**src/rtl/sap_u_pkg.sv**
```systemverilog
// sap_u_pkg: shared bus constants, the bus_out_port state encoding and one double-dabble step.
package sap_u_pkg;

    localparam int BUS_W = 8;
    localparam int BCD_W = 12;

    typedef enum logic [2:0] {IDLE, CONVERT, SHIFT_LO, SHIFT_HI, LATCH} bus_out_state_t;

    // Add 3 to every digit of 5 or more, then shift the next binary bit in.
    function automatic logic [BCD_W-1:0] dd_step(input logic [BCD_W-1:0] v, input logic b);
        logic [BCD_W-1:0] a;
        a = v;
        for (int i = 0; i < BCD_W / 4; i++)
            if (a[4*i +: 4] >= 4'd5) a[4*i +: 4] = a[4*i +: 4] + 4'd3;
        return {a[BCD_W-2:0], b};
    endfunction

endpackage

```
**src/rtl/bcd_convert.sv**
```systemverilog
// bcd_convert: sequential double-dabble, one binary bit per cycle; the start edge consumes the first bit.
// done rises after BUS_W steps and holds, together with bcd, until the next start.
module bcd_convert
    import sap_u_pkg::*;
(
    input  logic             clk,
    input  logic             reset,
    input  logic             start,
    input  logic [BUS_W-1:0] bin,
    output logic             done,
    output logic [BCD_W-1:0] bcd
);
    localparam int CW = $clog2(BUS_W + 1);
    localparam logic [CW-1:0] LAST = CW'(BUS_W);

    logic [BUS_W-1:0] sh;
    logic [CW-1:0]    cnt;

    assign done = cnt == LAST;

    always_ff @(posedge clk or negedge reset) begin
        if (!reset) begin
            bcd <= '0;
            sh  <= '0;
            cnt <= '0;
        end else if (start) begin
            bcd <= dd_step('0, bin[BUS_W-1]);
            sh  <= {bin[BUS_W-2:0], 1'b0};
            cnt <= CW'(1);
        end else if (cnt != '0 && !done) begin
            bcd <= dd_step(bcd, sh[BUS_W-1]);
            sh  <= {sh[BUS_W-2:0], 1'b0};
            cnt <= cnt + 1'b1;
        end
    end

endmodule

```
**src/rtl/bus_out_port.sv**
```systemverilog
// bus_out_port: captures the system bus on load and serialises it to a 74HC595-style shift/latch chain.
// Define BUS_OUT_PORT_BCD_EN to shift out three BCD digits of the captured byte instead of the raw bits.
module bus_out_port
    import sap_u_pkg::*;
#(
    parameter int DATA_W    = BUS_W,
    parameter int CLK_DIV   = 4,
    parameter bit MSB_FIRST = 1
) (
    input  logic              clk,
    input  logic              reset,
    input  logic              load,
    input  logic [DATA_W-1:0] bus,
    output logic              ready,
    output logic              busy,
    output logic [DATA_W-1:0] q,
    output logic              sr_data,
    output logic              sr_clk,
    output logic              sr_latch
);
`ifdef BUS_OUT_PORT_BCD_EN
    localparam int NBITS = BCD_W;
`else
    localparam int NBITS = DATA_W;
`endif
    localparam int CW = $clog2(CLK_DIV + 1);
    localparam int BW = $clog2(NBITS + 1);
    localparam logic [CW-1:0] DIV_LAST = CW'(CLK_DIV - 1);
    localparam logic [BW-1:0] BIT_LAST = BW'(NBITS - 1);

    bus_out_state_t   state;
    logic [NBITS-1:0] sh, sh_adv;
    logic [CW-1:0]    cnt;
    logic [BW-1:0]    bits;
    logic             div_end;

    function automatic logic first_bit(input logic [NBITS-1:0] v);
        return MSB_FIRST ? v[NBITS-1] : v[0];
    endfunction

    assign busy    = ~ready;
    assign div_end = cnt == DIV_LAST;
    assign sh_adv  = MSB_FIRST ? sh << 1 : sh >> 1;

`ifdef BUS_OUT_PORT_BCD_EN
    logic             conv_done;
    logic [BCD_W-1:0] conv_bcd;

    bcd_convert u_bcd (
        .clk  (clk),
        .reset(reset),
        .start(state == IDLE && load),
        .bin  (BUS_W'(bus)),
        .done (conv_done),
        .bcd  (conv_bcd)
    );
`endif

    always_ff @(posedge clk or negedge reset) begin
        if (!reset) begin
            state    <= IDLE;
            ready    <= 1'b1;
            q        <= '0;
            sh       <= '0;
            cnt      <= '0;
            bits     <= '0;
            sr_data  <= 1'b0;
            sr_clk   <= 1'b0;
            sr_latch <= 1'b0;
        end else begin
            // Every timed phase starts its divider at zero.
            cnt <= (state == IDLE || state == CONVERT || div_end) ? '0 : cnt + 1'b1;
            case (state)
                IDLE: if (load) begin
                    q     <= bus;
                    ready <= 1'b0;
                    bits  <= '0;
`ifdef BUS_OUT_PORT_BCD_EN
                    state <= CONVERT;
`else
                    state   <= SHIFT_LO;
                    sh      <= bus;
                    sr_data <= first_bit(bus);
`endif
                end
`ifdef BUS_OUT_PORT_BCD_EN
                CONVERT: if (conv_done) begin
                    state   <= SHIFT_LO;
                    sh      <= conv_bcd;
                    sr_data <= first_bit(conv_bcd);
                end
`endif
                SHIFT_LO: if (div_end) begin
                    state  <= SHIFT_HI;
                    sr_clk <= 1'b1;
                end
                SHIFT_HI: if (div_end) begin
                    sr_clk <= 1'b0;
                    bits   <= bits + 1'b1;
                    sh     <= sh_adv;
                    if (bits == BIT_LAST) begin
                        state    <= LATCH;
                        sr_latch <= 1'b1;
                    end else begin
                        state   <= SHIFT_LO;
                        sr_data <= first_bit(sh_adv);
                    end
                end
                LATCH: if (div_end) begin
                    state    <= IDLE;
                    ready    <= 1'b1;
                    sr_latch <= 1'b0;
                    sr_data  <= 1'b0;
                end
                default: state <= IDLE;
            endcase
        end
    end

endmodule

```
**config.mk**
```make
export PLATFORM = sky130hd
export DESIGN_NAME = bus_out_port
export DESIGN_NICKNAME = d
export VERILOG_FILES = /design/src/rtl/sap_u_pkg.sv /design/src/rtl/bcd_convert.sv /design/src/rtl/bus_out_port.sv
export SDC_FILE = /design/constraint.sdc
export NUM_CORES = 1
export LEC_CHECK = 0
export BUFFER_PORTS_ARGS = -buffer_cell sky130_fd_sc_hd__clkbuf_2
export CAP_MARGIN = 25
export CORE_MARGIN = 2
export CORE_UTILIZATION = 40
export DETAILED_ROUTE_END_ITERATION = 7
export PLACE_DENSITY = 0.66
export SKIP_LAST_GASP = 1
export SLEW_MARGIN = 10
export SYNTH_ARGS = -nofsm -noshare
export SYNTH_HDL_FRONTEND = slang
export SYNTH_HIERARCHICAL = 1
export SYNTH_SLANG_ARGS = --single-unit
export TNS_END_PERCENT = 50
```
**constraint.sdc**
```tcl
create_clock -name clk -period 1.9 [get_ports clk]
set_input_delay 0.19 -clock clk [delete_from_list [all_inputs] [get_ports clk]]
set_output_delay 0.19 -clock clk [all_outputs]
set_load 0.02 [all_outputs]
```
# Word level (Yosys, flattened, before mapping)
# Index checks and enable logic that the tools add are counted.
[classes]
n_addsub = 2
eq_ne = 12
n_mux = 25
bitwise = 1
reduce_logical = 15
[op_table]
columns = ["cell", "n"]
rows = [
  ["3-bit two-way mux", 6],
  ["7-bit two-way mux", 2],
  ["7-bit case mux with 2 select lines", 1],
  ["2-bit != test (second input constant)", 6],
  ["3-bit case mux with 4 select lines", 1],
  ["3-bit by 2-bit equality test with 1-bit output (second input constant)", 3],
  ["3-bit AND reduction", 3],
  ["1-bit two-way mux", 8],
  ["4-bit two-way mux", 2],
  ["4-bit case mux with 2 select lines", 1],
  ["4-bit AND reduction", 2],
  ["2-bit nonzero test", 4],
  ["1-bit case mux with 2 select lines", 3],
  ["5-bit AND reduction", 1],
  ["4-bit by 1-bit adder with 4-bit output (second input constant)", 1],
  ["4-bit by 3-bit equality test with 1-bit output (second input constant)", 1],
  ["3-bit by 1-bit adder with 3-bit output (second input constant)", 1],
  ["3-bit by 1-bit equality test with 1-bit output (second input constant)", 1],
  ["3-bit equality test (second input constant)", 1],
  ["3-bit zero test", 1],
  ["1-bit case mux with 3 select lines", 1],
  ["3-bit nonzero test", 1],
  ["1-bit logical OR", 2],
  ["2-bit AND reduction", 1],
  ["1-bit inverter", 1],
]
[word_totals]
regBits = 29
in_bits = 11

# Longest topological paths before layout
[depth]
ltp_word = 4
mapped_depth = 7

# Least setup slack after synthesis
# OpenSTA, ideal clock, no wires.
[synth_path]
kind = "register to register"
startpoint = "register cnt[0]"
endpoint = "register sr_data"
setup_time_ns = 0.125
arrival_time_ns = 1.698
required_time_ns = 1.775
slack_ns = 0.077
path_stages_with_launch = 8
path_cell_list = "dfrtp_1 ha_1 ha_1 buf_2 and4b_1 buf_4 a22oi_2 mux2_4"
[synth_via]
elab_chain_cells = 3
word_cells_on_any_way = 4
[synth_rtl]
columns = ["element", "line", "rtl"]
rows = [
  ["start, declared", "bus_out_port.sv:33", "logic [CW-1:0] cnt;"],
  ["start signal, assigned", "bus_out_port.sv:72", "cnt <= (state == IDLE || state == CONVERT || div_end) ? '0 : cnt + 1'b1;"],
  ["3-bit by 2-bit equality test with 1-bit output *", "bus_out_port.sv:42", "assign div_end = cnt == DIV_LAST;"],
  ["2-bit != test (no source line)", "-", ""],
  ["5-bit AND reduction (no source line) *", "-", ""],
  ["end signal, assigned", "bus_out_port.sv:83", "sr_data <= first_bit(bus);"],
  ["end signal, assigned", "bus_out_port.sv:106", "sr_data <= first_bit(sh_adv);"],
  ["end, declared", "bus_out_port.sv:17", "output logic sr_data,"],
]
# Every way passes the cells marked *; elsewhere a longest branch is shown, timed or not.
# A chain may end at the register's enable or synchronous reset.

# Worst setup path in the final report
[layout_path]
startpoint = "register cnt[0]"
endpoint = "register bits[3]"
[layout_via]
elab_chain_cells = 3
[layout_rtl]
columns = ["element", "line", "rtl"]
rows = [
  ["3-bit by 2-bit equality test with 1-bit output", "bus_out_port.sv:42", ""],
  ["2-bit != test (no source line)", "-", ""],
  ["3-bit AND reduction (no source line)", "-", ""],
  ["end signal, assigned", "bus_out_port.sv:99", "bits <= bits + 1'b1;"],
  ["end, declared", "bus_out_port.sv:34", "logic [BW-1:0] bits;"],
]
# No other way between the ends.

==> impl_metrics.py <==
metrics = {
    "synth": {
        "syn_inst": 119,
        "synth_area_sq_mm": 0.00144,
        "synth.area.top_cells": "dfrtp_1 49%, mux2_2 7.0%, mux2i_1 4.9%",
        "yosysSeqAreaShare_pct": 50.5,
        "synth_ff_type": "dfrtp_1",
        "syn_area_per_cell_sq_um": 12.1,
        "synthArstFlopShare_pct": 100,
        "synth_top_cell_by_area": "dfrtp_1",
        "synth_enable_flop_cells": 0,
        "synth.distinct_cells": 37,
        "syn_nets": 134,
        "ys_ff_latch": 29,
        "yosys_warnings": 6,
        "synthDominantCellAreaShare_pct": 48.7,
    },
    "setup_path": {
        "worstSetupPathType": "reg2reg",
        "crit_fanout": 7,
        "slowest_delay_ns": 0.42,
        "critPathLaunchType": "register",
        "crit_path_cell_trace": "ha_1 > ha_1 > buf_4 > nand4b_2 > or3_1 > a21oi_2",
        "critPathRequiredTime_ns": 2.16,
        "worstSetupEndpointType": "register",
        "cpMaxStageDelayCell": "or3_1",
        "crit_top_cell": "ha_1",
        "crit_arrival_ns": 1.93,
    },
    "status": {
        "status": "completed",
    },
    "placement": {
        "placed_cells": 186,
        "gp_congestion": 0.771,
        "hpwl_mm": 1.84,
        "pre_cts_slack_ns": 0.238,
        "dpl-instance-area_sq_mm": 0.00158,
        "numPortBuffers": 23,
    },
    "global_routing": {
        "grtUsageTotal_pct": 14.1,
        "grt_max_degree": 30,
        "grt_pass1_vias": 966,
        "grt-ovfl-total": 0,
        "antenna_found_initial": 0,
        "grt_pass1_wl_mm": 4.42,
    },
    "timing": {
        "rsz0062_at_grt": "no",
        "timing.setup.tns_ns": 0,
        "maxSlewViolCount": 0,
        "hold_viol": 0,
        "fin_crit_sh_pct": 87.6,
        "worst_pin_slew_ns": 0.717,
        "slew_headroom_pct": 52.2,
        "fmax_ghz": 0.601,
        "setup_violations": 0,
        "fin_ws_ns": 0.235,
        "fin_skew_ns": 0.00492,
        "period_needed_ns": 1.66,
    },
    "power_and_ir_drop": {
        "seqPwrFrac_pct": 42.9,
        "leakage_nw": 0.770,
        "power.switching_mw": 0.814,
        "switching_share_pct": 36.2,
        "p_per_area_mw_per_mm2": 1370,
        "fin_total_pwr_mw": 2.25,
        "p_clk_share_pct": 16.8,
        "combPwrFrac_pct": 40.3,
        "peakVddDrop_v": 0.000524,
        "p_int_mw": 1.43,
    },
    "routing": {
        "drc": 0,
        "drt_first_iter_violations": 8,
        "vias": 1004,
        "vias_per_cell": 5.18,
        "dr.pass1.iters": 4,
        "antenna_left": 0,
        "wl_mm": 2.64,
        "wl_per_cell_microns": 13.6,
    },
    "clocking": {
        "clk_pin_slew_worst_paths_ns": 0.09,
        "cts_tree": "built",
        "htree_num_levels": 2,
        "cts_buffers": 5,
        "cts_resized": 0,
        "clock_latency_ns": 0.32,
        "root_buffer": "clkbuf_4",
        "cts_sinks": 29,
        "clock_path_buffers": 2,
    },
    "floorplanning": {
        "placementRows": 21,
        "die_y_microns": 64,
        "dieArea_sq_mm": 0.00410,
        "core_area_sq_mm": 0.00339,
        "die_w_microns": 64,
        "initial_core_util_pct": 42.5,
        "ios": 24,
    },
    "cells_and_area": {
        "final_nets": 163,
        "multi_input_area_sq_um": 613,
        "layout-drive-gt1-share_pct": 35.8,
        "fillCellCount": 300,
        "antenna_cells": 0,
        "seqCellArea_sq_um": 727,
        "instances_no_fill": 194,
        "area_growth_pct": 14.2,
        "fin_area_sq_mm": 0.00165,
    },
    "hold_path": {
        "min_path_type": "in2reg",
    },
    "run": {
        "max_cap_viol_count": 0,
    },
}
through the flow:
stage,utilization [%],hold slack (ns)
CTS,48.5,0.0899
global route,48.5,0.0897
floorplan,-,-0.106
finish,48.5,0.105
detailed placement,46.6,0.287
global placement,46.6,0.273
sequential cells by signal (all words and copies together), names as in the netlist:
register / count
bits: 4
cnt: 3
q: 8
ready: 1
sh: 7
sr_clk: 1
sr_data: 1
sr_latch: 1
state: 3
synth_stat cells, drive strengths merged (2+ instances only):
cell and number:
buf 8, nor2 5, nor3 6, a31oi 2, mux2i 7, mux2 10
o21bai 2, a22o 2, inv 6, o21ai 4, and4b 2, dfrtp 28
or3 2, nand3b 2, nand2 4, a21oi 11, ha 4
cells by family after synthesis:
family / share of synthesized area (%)
flops: 50.5
mux: 12.9
fa+ha+maj: 3.48
compound gates: 12.9
simple gates: 13.2
buf+inv: 6.95
power groups by stage:
stage          clock network (mW)  logic, mW  registers, mW
2_1_floorplan                   0      0.687          0.985
3_3_place_gp                    0      0.886          0.961
3_5_place_dp                    0      0.911          0.977
4_1_cts                     0.393      0.918          0.964
5_1_grt                     0.416       1.01          0.987
6_report                    0.377      0.906          0.963
cell type report:
| class | count | area share [%] |
|---|---|---|
| multi-input cells | 76 | 37.3 |
| repair buffers | 30 | 10.3 |
| flip-flops and latches | 29 | 44.2 |
| inverters | 6 | 1.37 |
| well taps | 46 | 3.50 |
| clock buffers | 7 | 3.35 |
worst paths after layout:
check,from,end,slack [ns],cells after the start
min in group asynchronous,reset,sr_clk,0.44,2
max,cnt[0],bits[3],0.24,6
min reg2reg,cnt[0],cnt[0],0.44,1
max in group asynchronous,reset,q[2],1.00,2
min,bus[0],sh[0],0.11,2
max reg2reg,cnt[0],bits[3],0.24,6
repair_timing:
item / CTS / global route
setup endpoints to repair: 0 / 0
endpoints found under the hold margin: 28 / 0
hold buffers: 1 / 0
setup buffers: 0 / 0
layout by cell type, fill, tap and decap left out, drive strengths merged:
cell type | Yosys | layout
clkbuf | 0 | 30
dfrtp | 28 | 28
a21oi | 11 | 11
mux2 | 10 | 10
mux2i | 7 | 7
inv | 6 | 6
nor3 | 6 | 6
buf | 8 | 6
nor2 | 5 | 5
o21ai | 4 | 4
nand2 | 4 | 4
ha | 4 | 4
o21bai | 2 | 2
and4b | 2 | 2
a22o | 2 | 2
or3 | 2 | 2
nand3b | 2 | 2
a31oi | 2 | 2
nor4b | 1 | 1
nand4b | 1 | 1
or2b | 1 | 1
and3b | 1 | 1
and2 | 1 | 1
o22ai | 1 | 1
a221oi | 1 | 1
a22oi | 1 | 1
nand2b | 1 | 1
o2111a | 1 | 1
o2bb2ai | 1 | 1
o41ai | 1 | 1
nand3 | 1 | 1
dlygate4sd3 | 0 | 1
dfstp | 1 | 1
critical path, delay by kind of cell, from the launching register on:
family,cells,cell delay (ns)
DFF,1,0.36
and+or+nand+nor,2,0.60
AOI/OAI and AO/OA,1,0.14
buffers and inverters,1,0.16
adders and majority gates,2,0.35
routing by layer:
layer,track usage (%),wire [microns],vias up
met5,0,0,-
met4,5.98,47,0
met3,5.46,113,6
met2,21.6,1300,19
met1,17.6,1180,493
li1,-,-,486
No activity file was read; power rests on OpenSTA's default activity.
